### src/rtl/id_ex_stage_reg.sv
// id_ex_stage_reg: ID/EX pipeline register of the 5-stage MIPS core.
// Captures the decoded instruction and presents it to EX. It also detects
// load-use hazards against the held instruction, stalls IF/ID and inserts
// bubbles. Branch/jump flush and a global hold are handled here as well.
//
// Optional feature: define ID_WB_BYPASS_EN to bypass WB write data into the
// captured Rs/Rt values. Without it, the wb_* ports are ignored.
//
// Ports:
//   clk, rst_n               clock, async active-low reset
//   hold_i, flush_i          global freeze; branch/jump flush
//   id_*                     decoded instruction fields from ID
//   wb_rd_i/regwr_i/val_i    WB write port (bypass feature only)
//   ex_*                     registered instruction fields toward EX
//   stall_o                  combinational stall for PC and IF/ID
//   bubble_cnt_o             wrapping count of inserted bubbles
module id_ex_stage_reg #(
    parameter int unsigned DATA_W = 32,
    parameter int unsigned CTRL_W = 8
) (
    input  logic              clk,
    input  logic              rst_n,
    input  logic              hold_i,
    input  logic              flush_i,
    input  logic [4:0]        id_rs_i,
    input  logic [4:0]        id_rt_i,
    input  logic [4:0]        id_rd_i,
    input  logic              id_uses_rt_i,
    input  logic [DATA_W-1:0] id_rsval_i,
    input  logic [DATA_W-1:0] id_rtval_i,
    input  logic [DATA_W-1:0] id_imm_i,
    input  logic [DATA_W-1:0] id_pc4_i,
    input  logic [CTRL_W-1:0] id_ctrl_i,
    input  logic              id_regwr_i,
    input  logic              id_memrd_i,
    input  logic              id_memwr_i,
    input  logic              id_memtoreg_i,
    input  logic              id_alusrc_i,
    input  logic [4:0]        wb_rd_i,
    input  logic              wb_regwr_i,
    input  logic [DATA_W-1:0] wb_val_i,
    output logic [4:0]        ex_rs_o,
    output logic [4:0]        ex_rt_o,
    output logic [4:0]        ex_rd_o,
    output logic [DATA_W-1:0] ex_rsval_o,
    output logic [DATA_W-1:0] ex_rtval_o,
    output logic [DATA_W-1:0] ex_imm_o,
    output logic [DATA_W-1:0] ex_pc4_o,
    output logic [CTRL_W-1:0] ex_ctrl_o,
    output logic              ex_regwr_o,
    output logic              ex_memrd_o,
    output logic              ex_memwr_o,
    output logic              ex_memtoreg_o,
    output logic              ex_alusrc_o,
    output logic              stall_o,
    output logic [31:0]       bubble_cnt_o
);

    localparam int unsigned CNT_W = 32;

    typedef struct packed {
        logic [4:0]        rs;
        logic [4:0]        rt;
        logic [4:0]        rd;
        logic [DATA_W-1:0] rsval;
        logic [DATA_W-1:0] rtval;
        logic [DATA_W-1:0] imm;
        logic [DATA_W-1:0] pc4;
        logic [CTRL_W-1:0] ctrl;
        logic              regwr;
        logic              memrd;
        logic              memwr;
        logic              memtoreg;
        logic              alusrc;
    } stage_t;

    stage_t            stage_q, stage_d;
    logic [CNT_W-1:0]  bubble_cnt_q, bubble_cnt_d;
    logic              luh_c;
    logic [DATA_W-1:0] rsval_c, rtval_c;

    // Load-use hazard against the instruction currently held for EX
    assign luh_c = stage_q.memrd && (stage_q.rd != 5'd0) &&
                   ((stage_q.rd == id_rs_i) ||
                    (id_uses_rt_i && (stage_q.rd == id_rt_i)));

    // A flush discards the ID instruction and a hold freezes everything,
    // so neither needs IF/ID held back.
    assign stall_o = luh_c && !flush_i && !hold_i;

`ifdef ID_WB_BYPASS_EN
    // Register file does not write through, so forward the WB write here
    always_comb begin
        rsval_c = id_rsval_i;
        rtval_c = id_rtval_i;
        if (wb_regwr_i && (wb_rd_i != 5'd0) && (wb_rd_i == id_rs_i)) rsval_c = wb_val_i;
        if (wb_regwr_i && (wb_rd_i != 5'd0) && (wb_rd_i == id_rt_i)) rtval_c = wb_val_i;
    end
`else
    logic wb_unused;
    assign wb_unused = ^{wb_rd_i, wb_regwr_i, wb_val_i};
    assign rsval_c = id_rsval_i;
    assign rtval_c = id_rtval_i;
`endif

    // Next-state: hold > flush > load-use bubble > capture
    always_comb begin
        stage_d      = stage_q;
        bubble_cnt_d = bubble_cnt_q;
        if (hold_i) begin
            stage_d = stage_q;
        end else if (flush_i || luh_c) begin
            stage_d      = '0;
            bubble_cnt_d = bubble_cnt_q + CNT_W'(1);
        end else begin
            stage_d.rs       = id_rs_i;
            stage_d.rt       = id_rt_i;
            stage_d.rd       = id_rd_i;
            stage_d.rsval    = rsval_c;
            stage_d.rtval    = rtval_c;
            stage_d.imm      = id_imm_i;
            stage_d.pc4      = id_pc4_i;
            stage_d.ctrl     = id_ctrl_i;
            stage_d.regwr    = id_regwr_i;
            stage_d.memrd    = id_memrd_i;
            stage_d.memwr    = id_memwr_i;
            stage_d.memtoreg = id_memtoreg_i;
            stage_d.alusrc   = id_alusrc_i;
        end
    end

    // State register; reset value is a NOP bubble
    always_ff @(posedge clk or negedge rst_n) begin
        if (!rst_n) begin
            stage_q      <= '0;
            bubble_cnt_q <= '0;
        end else begin
            stage_q      <= stage_d;
            bubble_cnt_q <= bubble_cnt_d;
        end
    end

    assign ex_rs_o       = stage_q.rs;
    assign ex_rt_o       = stage_q.rt;
    assign ex_rd_o       = stage_q.rd;
    assign ex_rsval_o    = stage_q.rsval;
    assign ex_rtval_o    = stage_q.rtval;
    assign ex_imm_o      = stage_q.imm;
    assign ex_pc4_o      = stage_q.pc4;
    assign ex_ctrl_o     = stage_q.ctrl;
    assign ex_regwr_o    = stage_q.regwr;
    assign ex_memrd_o    = stage_q.memrd;
    assign ex_memwr_o    = stage_q.memwr;
    assign ex_memtoreg_o = stage_q.memtoreg;
    assign ex_alusrc_o   = stage_q.alusrc;
    assign bubble_cnt_o  = bubble_cnt_q;

endmodule
### config.mk
export PLATFORM = sky130hd
export DESIGN_NAME = id_ex_stage_reg
export DESIGN_NICKNAME = d
export VERILOG_FILES = /design/src/rtl/id_ex_stage_reg.sv
export SDC_FILE = /design/constraint.sdc
export NUM_CORES = 1
export LEC_CHECK = 0
export ABC_CLOCK_PERIOD_IN_PS = 5200
export BUFFER_PORTS_ARGS = -buffer_cell sky130_fd_sc_hd__buf_4
export CAP_MARGIN = 40
export CORE_ASPECT_RATIO = 0.5
export CORE_MARGIN = 2
export CORE_UTILIZATION = 36
export CTS_CLUSTER_SIZE = 30
export DETAILED_ROUTE_END_ITERATION = 6
export PLACE_DENSITY = 0.74
export SLEW_MARGIN = 30
export SYNTH_ARGS = -nofsm -noshare
export SYNTH_HDL_FRONTEND = slang
export SYNTH_SLANG_ARGS = --single-unit
export TNS_END_PERCENT = 5
### constraint.sdc
create_clock -name clk -period 5.2 [get_ports clk]
set_clock_uncertainty 0.15 [all_clocks]
set_input_delay 1.04 -clock clk [delete_from_list [all_inputs] [get_ports clk]]
set_output_delay 1.04 -clock clk [all_outputs]
set_load 0.02 [all_outputs]
**After elaboration in Yosys (flattened, before gate mapping)**

Cells that the tools add are included.

- $add $sub $neg: 1
- Equal/unequal tests: 2
- Muxes and demuxes: 1
- Bitwise operators: 1
- Reductions and logical operators: 11

Operators by type and width:

| kind | number |
|---|---|
| two-way mux 156 bit | 1 |
| adder 32 x 1 -> 32 bit, second input constant | 1 |
| == test 5 bit | 2 |
| logical AND 1 bit | 5 |
| nonzero test 5 bit | 1 |
| logical NOT 1 bit | 2 |
| logical OR 1 bit | 2 |
| AND reduction 2 bit | 1 |
| NOT 1 bit | 1 |

- Register bits after elaboration: 188
- Bits of input ports: 199
- Output and inout port bits: 189
- Logic and storage cells: 30

**Logic depth before layout (Yosys ltp)**

- Depth after elaboration: 6
- Mapped depth: 8
- Gate-level depth less buffers: 7

**Worst setup path before layout**

No wires, ideal clock.

- Path type: input to output
- Start: input hold_i
- End: output stall_o
- Arrival time: 2.286 ns
- Required time: 4.010 ns
- Slack: 1.724 ns
- Stages: 5
- Path buffers: 4
- Cell sequence: buf_2 -> clkbuf_1 -> clkbuf_1 -> clkbuf_1 -> nor3_1

- Longest elaborated chain between the ends: 2

Ends and longest elaborated chain:

| item | RTL line | RTL |
|---|---|---|
| from (decl) | 23 | `input logic hold_i,` |
| logical NOT 1 bit | 89 | `assign stall_o = luh_c && !flush_i && !hold_i;` |
| logical AND 1 bit | 89 |  |
| to (decl) | 55 | `output logic stall_o,` |

Every way passes these cells.

**Worst setup path in the final report**

- Start: input id_rs_i[4]
- End: output stall_o

- Longest elaborated chain between the ends: 5

Ends and longest elaborated chain:

| item | RTL line | RTL |
|---|---|---|
| from (decl) | 25 | `input logic [4:0] id_rs_i,` |
| == test 5 bit | 84 | `((stage_q.rd == id_rs_i) \|\|` |
| logical OR 1 bit | 84 |  |
| logical AND 1 bit | 83 | `assign luh_c = stage_q.memrd && (stage_q.rd != 5'd0) &&` |
| logical AND 1 bit (2 in a row) | 89 |  |

Every way passes these cells.

==> flow_summary_export.csv <==
group,metric,value,unit
setup_path,cp_num_buf_inv,2,
setup_path,cpMostUsedCell,"buf_4",
power_and_ir_drop,p_switching,0.00106,W
grt,antenna_found_initial,0,
final_layout,fin_util,53.5,%
grt,grt_pass1_vias,6535,
logic_synthesis,yosysTopAreaCellShare,60.6,%
logic_synthesis,yosysTopAreaCell,"dfrtp_1",
clock_network,cts.sink_count,188,
power_and_ir_drop,peakVddDrop,0.233,mV
routing,met1_length,9250,µm
sta,max_freq,0.290,GHz
power_and_ir_drop,intPower,0.00257,W
hold_path,min_path_cells,1,
logic_synthesis,synth_area_leaders,"dfrtp_1, nand2_1, o21ai_1",
clock_network,htreeDepth,4,
setup_path,reg2reg_depth,7,
logic_synthesis,synth_nets,1036,
clock_network,clk_pin_slew,0.07,ns
floorplan,rows,37,
setup_path,critPathTopFamily,"compound AO/OA/AOI/OAI gates",
final_layout,multi_input_area,2770,µm²
floorplan,chipHeight,108,µm
place,dp_hpwl,15900,µm
setup_path,cp_num_cells,7,
hold_path,worstHoldPathType,"reg2reg",
routing,vias_per_cell,4.67,
routing,firstDrtPassIters,6,
final_layout,drive_above_1_share,33.6,%
floorplan,coreArea,20800,µm²
logic_synthesis,yosys_warnings,0,
logic_synthesis,synth_edf_count,0,
clock_network,clk_path_buf_depth,2,
logic_synthesis,netlist_area,7760,µm²
setup_path,critPathLaunchType,"input pin",
hold_path,min_from,"bubble_cnt_o[31]$_DFFE_PN0P_",
routing,wl_met2,10900,µm
clock_network,numCtsBuffers,17,
sta,maxSlewViolCount,0,
floorplan,dieArea,22800,µm²
logic_synthesis,postSynth.asyncResetShare,100,%
floorplan,initial_core_util,37.2,%
setup_path,worst-r2r-setup-slack,2.36,ns
sta,layout_min_cycle_time,3.44,ns
routing,drc_errors,0,
status,outcome,"finished clean",
sta,hold_viol_final,0,
setup_path,rr_endpoint,"bubble_cnt_o[1]$_DFFE_PN0P_",
setup_path,crit-reg2reg-launch,"ex_rd_o[1]$_DFFE_PN0N_",
sta,setup_viol,0,
grt,grt_first_pass_wirelength,34100,µm
setup_path,slowest_stage,"o22ai_1",
logic_synthesis,ys_seq_area_share,60.6,%
logic_synthesis,ys_seq_elements,188,
power_and_ir_drop,p_per_area,326,nW/µm²
power_and_ir_drop,pwr-share-comb,19.4,%
setup_path,cp_cell_sequence,"buf_4 -> xnor2_1 -> nand3_1 -> o22ai_1 -> nand2_1 -> nor3_1 -> buf_4",
sta,tns,0,ns
setup_path,worst-setup-path-type,"in2out",
logic_synthesis,synthCells,836,
setup_path,crit_arrival,2.25,ns
hold_path,holdPathEnd,"bubble_cnt_o[31]$_DFFE_PN0P_",
setup_path,path_max_fanout,3,
routing,ant_nets,0,
clock_network,cts.repair.resized,0,
floorplan,ios,388,
clock_network,tritoncts,"done",
routing,wl_met3,855,µm
floorplan,die_w,212,µm
sta,rsz0062_at_grt,"false",
final_layout,n_antenna_cell,0,
setup_path,critPathRequiredTime,4.01,ns
power_and_ir_drop,clockPowerShare,34.7,%
logic_synthesis,avgSynthCellArea,9.28,µm²
clock_network,cts_setup_buffers,0,
sta,worstMarginPinSlew,0.879,ns
final_layout,n_fill_cell,1904,
grt,grt.overflow.total,0,
routing,drt_iter0_markers,548,
grt,grtUsageTotal,19.3,%
setup_path,slowest_delay,0.44,ns
power_and_ir_drop,switching_share,29.3,%
clock_network,root_buffer,"clkbuf_16",
sta,min_period_over_period,66.2,%
logic_synthesis,synthTopCellsByCount,"nand2_1, dfrtp_1, o21ai_1",
clock_network,clock_latency,0.44,ns
sta,relSlewSlack,41.4,%
routing,totalWireLength,21900,µm
place,place.gp.congestion,0.790,
final_layout,area_delta_synth_final,43.6,%
final_layout,register_area,4700,µm²
logic_synthesis,ys.flop_type,"dfrtp_1",
final_layout,fin_nets,1358,
clock_network,cts_hold_buf,0,
grt,grt_max_degree,135,
run,cap_violations,0,
power_and_ir_drop,power_leakage,5.72,nW
setup_path,crit_path_end_kind,"output pin",
routing,num_vias,6741,
routing,top_layer_used,"met4",
routing,wl_per_cell,15.1,µm
logic_synthesis,synth.distinct_cells,33,
power_and_ir_drop,p_seq_share,45.9,%
place,portBuffers,349,
logic_synthesis,yosysMostFrequentCell,"nand2_1",
==> layout make-up <==
cell class / instances / share of cell area, %
clock inverter: 13 / 1.04
timing repair buffer: 359 / 24.8
inverter: 3 / 0.101
sequential: 188 / 42.2
tap: 273 / 3.07
clock buffer: 19 / 3.98
multi-input combinational: 589 / 24.8
==> per-layer routing <==
metal / vias up / track usage [%]
met5: - / 0
met4: 0 / 11.0
met3: 49 / 3.94
met2: 152 / 31.7
met1: 3184 / 23.9
li1: 3356 / -
==> power groups by stage <==
stage / registers [W] / logic (W) / clock network, W
floorplan: 0.00183 / 0.000195 / 0
global placement: 0.00168 / 0.000692 / 0
detailed placement: 0.00169 / 0.000709 / 0
CTS: 0.00167 / 0.000710 / 0.00130
global route: 0.00168 / 0.000764 / 0.00137
finish: 0.00166 / 0.000703 / 0.00126
==> cells by family (layout without fill, tap and decap cells) <==
family / count (synthesis) / after routing / synth area share, %
mux: 1 / 1 / 0.145
simple gates: 385 / 385 / 20.1
compound gates: 162 / 162 / 10.7
flops: 188 / 188 / 60.6
buf+inv: 59 / 394 / 3.74
xor+xnor: 40 / 40 / 4.51
fa+ha+maj: 1 / 1 / 0.161
==> stage by stage <==
step	total power [W]	instances	hold slack (ns)	setup slack, ns	instance area, µm²
after floorplan	0.00202	836	0.431	1.72	7760
after detailed placement	0.00240	1411	0.314	1.62	10600
after CTS	0.00367	1443	0.328	1.72	11100
after global placement	0.00238	1409	0.317	1.68	10500
final	0.00363	1444	0.327	1.76	11100
after global routing	0.00381	1444	0.355	1.53	11100
==> layout by cell type (no fill, tap or decap), types with 2 or more instances in the layout <==
| cell | count |
|---|---|
| xnor2_1 | 14 |
| and4_1 | 3 |
| nand2_1 | 326 |
| and3_1 | 4 |
| clkbuf_16 | 17 |
| inv_6 | 4 |
| nand3_1 | 12 |
| nand2b_1 | 2 |
| buf_4 | 354 |
| buf_16 | 2 |
| clkinv_2 | 4 |
| o21ai_1 | 151 |
| nor4_1 | 3 |
| dfrtp_1 | 188 |
| inv_1 | 2 |
| nor3_1 | 8 |
| nand4_1 | 4 |
| clkinvlp_4 | 3 |
| nor2_1 | 13 |
| nor4b_1 | 2 |
| nor3b_1 | 3 |
| o21ai_0 | 6 |
| clkbuf_8 | 3 |
| or4_1 | 2 |
| xor2_1 | 26 |
==> worst max path at each step <==
stage,from,endpoint,slack [ns]
6_report,id_rs_i[4],stall_o,1.76
5_1_grt,id_rt_i[1],stall_o,1.53
4_1_cts,id_rs_i[4],stall_o,1.72
3_5_place_dp,hold_i,bubble_cnt_o[30]$_DFFE_PN0P_,1.62
3_3_place_gp,hold_i,bubble_cnt_o[30]$_DFFE_PN0P_,1.68
2_1_floorplan,hold_i,stall_o,1.72
==> flip-flops by register name, indices dropped and copies added, names as in the netlist <==
name	flops
ex_memwr_o	1
ex_rs_o	5
ex_rtval_o	32
ex_rsval_o	32
ex_pc4_o	32
ex_rt_o	5
ex_ctrl_o	8
ex_alusrc_o	1
ex_memtoreg_o	1
ex_memrd_o	1
ex_imm_o	32
ex_regwr_o	1
ex_rd_o	5
bubble_cnt_o	32
==> worst register-to-register path: cells and delay by family (launching register included) <==
family          cells  cell delay [ns]
flops               1             0.45
simple gates        2             0.73
buf+inv             2             0.62
compound gates      2             0.46
mux                 1             0.31
Power figures use the tool's default switching activity.
